File: src/rtl/iomem_router.sv
// iomem_router: routes PicoSoC iomem transactions onto NSLAVE peripheral slots.
// Unmapped or unresponsive slots are terminated with ERR_DATA so the CPU never stalls.
module iomem_router #(
  parameter int          NSLAVE     = 4,
  parameter logic [31:0] BASE       = 32'h0300_0000,
  parameter int          SLOT_SHIFT = 8,
  parameter int          TIMEOUT    = 15,
  parameter logic [31:0] ERR_DATA   = 32'hDEAD_BEEF
) (
  input  logic                  clk,
  input  logic                  resetn,
  input  logic                  m_valid,
  output logic                  m_ready,
  input  logic [3:0]            m_wstrb,
  input  logic [31:0]           m_addr,
  input  logic [31:0]           m_wdata,
  output logic [31:0]           m_rdata,
  output logic [NSLAVE-1:0]     s_valid,
  input  logic [NSLAVE-1:0]     s_ready,
  output logic [3:0]            s_wstrb,
  output logic [31:0]           s_addr,
  output logic [31:0]           s_wdata,
  input  logic [32*NSLAVE-1:0]  s_rdata,
  output logic                  err_flag,
  output logic [31:0]           err_addr,
  input  logic                  err_clear
);

  localparam int          SW       = (NSLAVE > 1) ? $clog2(NSLAVE) : 1;
  localparam int          CW       = (TIMEOUT > 1) ? $clog2(TIMEOUT) : 1;
  localparam logic [31:0] WIN_MASK = ~((32'(NSLAVE) << SLOT_SHIFT) - 32'd1);

  localparam logic [1:0] S_IDLE   = 2'd0;
  localparam logic [1:0] S_ACCESS = 2'd1;
  localparam logic [1:0] S_RESP   = 2'd2;

  logic [1:0]    state;
  logic [SW-1:0] sel_q;
  logic [CW-1:0] count;
  logic          gap;

  logic [SW-1:0] sel;
  logic          hit;
  logic          slot_ready;
  logic [31:0]   slot_rdata;
  logic          timeout;

  assign sel        = m_addr[SLOT_SHIFT +: SW];
  assign hit        = ((m_addr & WIN_MASK) == BASE) && (32'(sel) < 32'(NSLAVE));
  assign slot_ready = s_ready[sel_q];
  assign slot_rdata = s_rdata[32*sel_q +: 32];
  assign timeout    = (count == CW'(TIMEOUT - 1));

  // NOTE: every register here is small control/datapath state, so all of it is
  // cleared by the async reset; a reset mid-access drops s_valid immediately.
  always_ff @(posedge clk or negedge resetn) begin
    if (!resetn) begin
      state    <= S_IDLE;
      sel_q    <= '0;
      count    <= '0;
      gap      <= 1'b0;
      m_ready  <= 1'b0;
      m_rdata  <= '0;
      s_valid  <= '0;
      s_wstrb  <= '0;
      s_addr   <= '0;
      s_wdata  <= '0;
      err_flag <= 1'b0;
      err_addr <= '0;
    end else begin
      // NOTE: non-blocking assignments throughout; a later error set in the
      // case below overrides this clear, so a simultaneous set wins.
      if (err_clear) err_flag <= 1'b0;

      case (state)
        S_IDLE: begin
          gap <= 1'b0;
          // The cycle right after a response is skipped while the CPU drops valid.
          if (m_valid && !gap) begin
            s_wstrb <= m_wstrb;
            s_addr  <= m_addr;
            s_wdata <= m_wdata;
            sel_q   <= sel;
            if (hit) begin
              s_valid <= NSLAVE'(1) << sel;
              count   <= '0;
              state   <= S_ACCESS;
            end else begin
              m_rdata  <= ERR_DATA;
              err_flag <= 1'b1;
              err_addr <= m_addr;
              state    <= S_RESP;
            end
          end
        end

        S_ACCESS: begin
          if (slot_ready) begin
            m_rdata <= slot_rdata;
            s_valid <= '0;
            m_ready <= 1'b1;
            state   <= S_RESP;
          end else if (timeout) begin
            m_rdata  <= ERR_DATA;
            err_flag <= 1'b1;
            err_addr <= s_addr;
            s_valid  <= '0;
            m_ready  <= 1'b1;
            state    <= S_RESP;
          end else begin
            count <= count + 1'b1;
          end
        end

        S_RESP: begin
          // A miss arrives here with m_ready low and spends one extra cycle.
          if (m_ready) begin
            m_ready <= 1'b0;
            gap     <= 1'b1;
            state   <= S_IDLE;
          end else begin
            m_ready <= 1'b1;
          end
        end

        default: state <= S_IDLE;
      endcase
    end
  end

endmodule
File: config.mk
export PLATFORM = sky130hd
export DESIGN_NAME = iomem_router
export DESIGN_NICKNAME = d
export VERILOG_FILES = /design/src/rtl/iomem_router.sv
export SDC_FILE = /design/constraint.sdc
export NUM_CORES = 1
export LEC_CHECK = 0
export ABC_AREA = 1
export BUFFER_PORTS_ARGS = -buffer_cell sky130_fd_sc_hd__buf_2
export CAP_MARGIN = 20
export CORE_ASPECT_RATIO = 0.8
export CORE_UTILIZATION = 42
export DETAILED_ROUTE_END_ITERATION = 12
export PLACE_DENSITY = 0.77
export SYNTH_ARGS = -nofsm -noshare
export SYNTH_HDL_FRONTEND = slang
export SYNTH_SLANG_ARGS = --single-unit
File: constraint.sdc
create_clock -name clk -period 1.6 [get_ports clk]
set_clock_uncertainty 0.1 [all_clocks]
set_input_delay 0 -clock clk [delete_from_list [all_inputs] [get_ports clk]]
set_output_delay 0 -clock clk [all_outputs]
set_load 0.02 [all_outputs]
== Yosys cells after proc, flatten, opt, wreduce, memory -nomap -nowiden ==
Index checks and enable logic that the tools add are counted.
Widths: inputs -> output; s select.

* Register bits: 147
* Output and inout port bits: 138
* Word-level logic and storage cells: 82

* $add $sub $neg: 1
* Magnitude comparators: 1
* Equal/unequal tests: 12
* Shifts and indexed selects: 2
* Muxes and demuxes: 40
* Reduce and logical (&&, ||, !) cells: 14

{| class="wikitable"
|+ Operators with widths
! kind !! number
|-
| $mux 32 || 8
|-
| $pmux 32 s2 || 2
|-
| $shiftx 128x8->32 || 1
|-
| $mux 4 || 8
|-
| $eq 22x16->1 const B || 1
|-
| $pmux 4 s2 || 2
|-
| $ne 2x2->1 const B || 7
|-
| $mux 1 || 10
|-
| $mux 2 || 5
|-
| $reduce_and 5->1 || 2
|-
| $reduce_and 4->1 || 2
|-
| $pmux 1 s2 || 3
|-
| $pmux 2 s3 || 1
|-
| $reduce_and 2->1 || 3
|-
| $reduce_bool 2->1 || 3
|-
| $add 4x1->4 const B || 1
|-
| $eq 4x4->1 const B || 1
|-
| $shl 1x2->4 const A || 1
|-
| $lt 2x3->1 const B || 1
|-
| $ne 3x3->1 const B || 1
|-
| $reduce_and 3->1 || 1
|-
| $bmux 1 s2 || 1
|-
| $eq 2x1->1 const B || 1
|-
| $eq 2x2->1 const B || 1
|-
| other kinds (3) || 3
|}

== Logic depth before layout (Yosys ltp) ==
* Depth after elaboration: 4
* Mapped depth: 10
* Gate-level depth less buffers: 10

== Worst setup path before layout ==
No wires, ideal clock.

* Path kind: register to register
* From: reg s_addr[9] (netlist name)
* To: reg err_addr[10]
* Setup time: 0.117 ns
* Data arrival time: 1.474 ns
* Data required time: 1.383 ns
* Slack: -0.091 ns
* Cell stages (with the launch flop): 10
* Path buffers: 3
* Clock period less this slack: 1.691 ns
* Cells stage by stage: dfrtp_1 -> buf_2 -> nand3_1 -> nand3_2 -> and3_1 -> buf_4 -> nand2_4 -> buf_4 -> nand2_1 -> nand2_1

{| class="wikitable"
|+ RTL lines
! item !! RTL line !! source
|-
| end signal, assigned || 91 || <nowiki>err_addr <= m_addr;</nowiki>
|-
| end signal, assigned || 106 || <nowiki>err_addr <= s_addr;</nowiki>
|-
| end, declared || 25 || <nowiki>output logic [31:0] err_addr,</nowiki>
|}

== Worst setup path in the final report ==
* From: reg state[0]
* To: reg state[1]

* Cells in the longest elaborated chain, start to end: 3
* Elaborated cells between the ends (all ways): 8
* Those cells by class: eq/ne (5); mux (1); reduce/logical (2)

{| class="wikitable"
|+ Ends and longest elaborated chain
! item !! RTL line !! source
|-
| start, declared || 37 || <nowiki>logic [1:0] state;</nowiki>
|-
| start signal, assigned || 58 || <nowiki>state <= S_IDLE;</nowiki>
|-
| start signal, assigned || 87 || <nowiki>state <= S_ACCESS;</nowiki>
|-
| start signal, assigned || 92 || <nowiki>state <= S_RESP;</nowiki>
|-
| $eq 2x1->1, or another cell as far along || 75 || <nowiki>case (state)</nowiki>
|-
| $ne 3x3->1 (no source line) / $ne 2x2->1 (equally long branches) || - ||
|-
| $reduce_and 3->1 (no source line) || - ||
|}

Parallel ways exist; a longest one is shown, timed or not.
A chain may end at the register's enable or synchronous reset.

==> flow_metrics.tcl <==
set metrics [dict create \
    status "finished with violations" \
    failed_checks "hold timing, setup timing" \
    crit_family "buffers and inverters" \
    yosysWarnings 0 \
    start_util 0.436 \
    first_global_vias 8830 \
    die_w_um 146 \
    syn2layout_area_growth_pct 72.9 \
    drc 0 \
    io-pin-count 342 \
    route.met3.wl_um 2550 \
    p_total_uw 18700 \
    wl_met2_um 13900 \
    rows 41 \
    top_layer_used "met4" \
    period_needed_ns 1.69 \
    firstDrtPassIters 9 \
    max_cap_violations 0 \
    ys_seq_elements 145 \
    finalCritPeriodShare 1.05 \
    ys_async_sr_fraction 1.00 \
    synth_area_leader_cell "dfrtp_1" \
    cellPowerDensity_mw_per_mm2 1540 \
    setup_slack_ns -0.0863 \
    h-tree-depth 4 \
    wl_um 29800 \
    cts.sinks 145 \
    core_region_area_mm2 0.0161 \
    fmax_mhz 593 \
    leakage_uw 0.00637 \
    synthesis.nets 1123 \
    final_hold_viol_count 1 \
    tritoncts "done" \
    r2r_cells 7 \
    grt_pass1_wl_um 46200 \
    path_cells "nor2_4 > buf_6 > nand4_1 > buf_4 > nand3_4 > clkbuf_16 > o31ai_1" \
    via_count 9004 \
    clk_latency_ns 0.43 \
    clockRootBuffer "clkbuf_16" \
    r2r_setup_slack_ns -0.09 \
    die_h_um 118 \
    routabilityCongestion 0.921 \
    synth.most_common_cell "nand2_1" \
    syn_area_per_cell_um2 7.64 \
    tightestPinTransition_ns 0.463 \
    synthTopCellsByCount "nand2_1, dfrtp_1, o21ai_0" \
    cts-buffers-inserted 17 \
    rsz0062_at_grt "true" \
    finalSetupTns_ns -2.33 \
    dieArea_mm2 0.0172 \
    crit_buf_inv 3 \
    grt_max_degree 62 \
    slowest_stage "dfrtp_1" \
    ant_nets 0 \
    wire_per_inst_um 17.6 \
    synthCells 917 \
    yosysSeqAreaShare 0.518 \
    synth_area_leaders "dfrtp_1, nand2_1, o21ai_0, nor2_1, inv_1" \
    synth_edf_count 0 \
    clk_pin_slew_worst_paths_ns 0.06 \
    path_depth 7 \
    cpPeakStageDelay_ns 0.42 \
    stdcell_count 1696 \
    path_max_fanout 4 \
    path_class "reg -> reg" \
    holdWs_ns -0.0129 \
    relSlewSlack 0.692 \
    dp_hpwl_um 16600 \
    setup-violations-final 63 \
    peakVddDrop_mv 0.998 \
    worstPathArrival_ns 1.88 \
    grt_overflow 0 \
    place_inst 1460 \
    whs_path_depth 5 \
    synth_top_area_frac 0.518 \
    numPortBuffers 341 \
    vias_per_cell 5.31 \
    grtUsageTotal 0.346 \
    m1WireLength_um 11300 \
    antenna_found_initial 1 \
    finalMaxSlewViolations 0 \
    clockBufferDepth 2 \
    drt_iter0_drc 830 \
    crit_path_start_kind "flop" \
    utilization 0.755 \
    syn_area_mm2 0.00701 \
    nets 1673 \
    drive_above_1_share 0.321 \
    synth_ff_type "dfrtp_1" \
    required_ns 1.80 \
    yosysUniqueCellTypes 29 \
    critPathCaptureType "flop" \
    hold_path.class "in -> reg" \
]
final cells by class:
type / count / area (um^2)
tap: 215 / 269
multi-input combinational: 647 / 3060
fill: 1084 / 3940
timing repair buffer: 589 / 4340
sequential: 145 / 3630
inverter: 67 / 255
clock buffer: 18 / 429
antenna: 1 / 2.50
clock inverter: 14 / 130
worst register-to-register path, stage by stage (launching register included):
cell       delay (ns)
dfrtp_1          0.42
nor2_4           0.19
buf_6            0.11
nand4_1          0.14
buf_4            0.18
nand3_4          0.15
clkbuf_16        0.19
o31ai_1          0.08
per-stage QoR:
step | hold WS, ns | setup slack [ns] | area (um^2)
after global routing | 0.0144 | -0.164 | 12100
after detailed placement | -0.131 | -0.0837 | 9220
after CTS | 0.00204 | -0.0348 | 11800
after global placement | -0.132 | -0.0428 | 9220
final | -0.0129 | -0.0863 | 12100
after floorplan | -0.396 | 0.00200 | 7030
cell usage in the layout (no fill, tap or decap), types with 7 or more instances in the layout:
| cell type | n |
|---|---|
| buf_2 | 340 |
| nand2_1 | 293 |
| dlygate4sd3_1 | 194 |
| dfrtp_1 | 142 |
| o21ai_0 | 109 |
| nor2_1 | 89 |
| inv_1 | 62 |
| nand3_1 | 43 |
| buf_4 | 28 |
| a21oi_1 | 25 |
| o22ai_1 | 24 |
| clkbuf_16 | 22 |
| buf_12 | 11 |
| a21oi_2 | 9 |
| buf_6 | 9 |
| a32o_1 | 8 |
| nand2_4 | 7 |
| o21ai_2 | 7 |
where the power goes:
group          leakage, uW  total (uW)  internal (uW)  switching, uW
logic              0.00438        9020           3380           5640
registers          0.00173        5830           4940            887
clock network     0.000266        3810           2160           1650
total              0.00637       18700          10500           8180
layer usage:
layer	up-vias	track usage
met5	-	0
met4	0	0.217
met3	212	0.0996
met2	626	0.532
met1	4096	0.428
li1	4070	-
worst paths after layout:
| kind | endpoint | from |
|---|---|---|
| max | state[1] | state[0] |
| min | m_rdata[19] | s_rdata[51] |
| max reg2reg | state[1] | state[0] |
| min reg2reg | err_addr[27] | err_addr[27] |
| max in group asynchronous | m_rdata[29] | resetn |
| min in group asynchronous | s_addr[3] | resetn |
timing repair:
item,in CTS,in global routing
hold buffers,194,0
setup buffers,2,1
endpoints found under the hold margin,282,0
endpoints found under the setup margin,108,113
resized for setup,16,54
pin swaps,2,2
cloned,1,5
sequential cells by signal, summed over array words and instances (netlist names):
register  flops
m_rdata      32
err_flag      1
s_wstrb       4
err_addr     32
m_ready       1
count         4
s_valid       4
s_wdata      32
gap           1
state         2
s_addr       32
cell families (layout without fill, tap and decap cells):
family / Yosys count / in the layout / synth area share
buf+inv: 125 / 688 / 0.0712
fa+ha+maj: 2 / 2 / 0.00357
compound gates: 190 / 190 / 0.147
flops: 145 / 145 / 0.518
xor+xnor: 2 / 2 / 0.00250
simple gates: 453 / 453 / 0.258
other cells: 0 / 1 / 0
(Power assumes the default switching activity.)
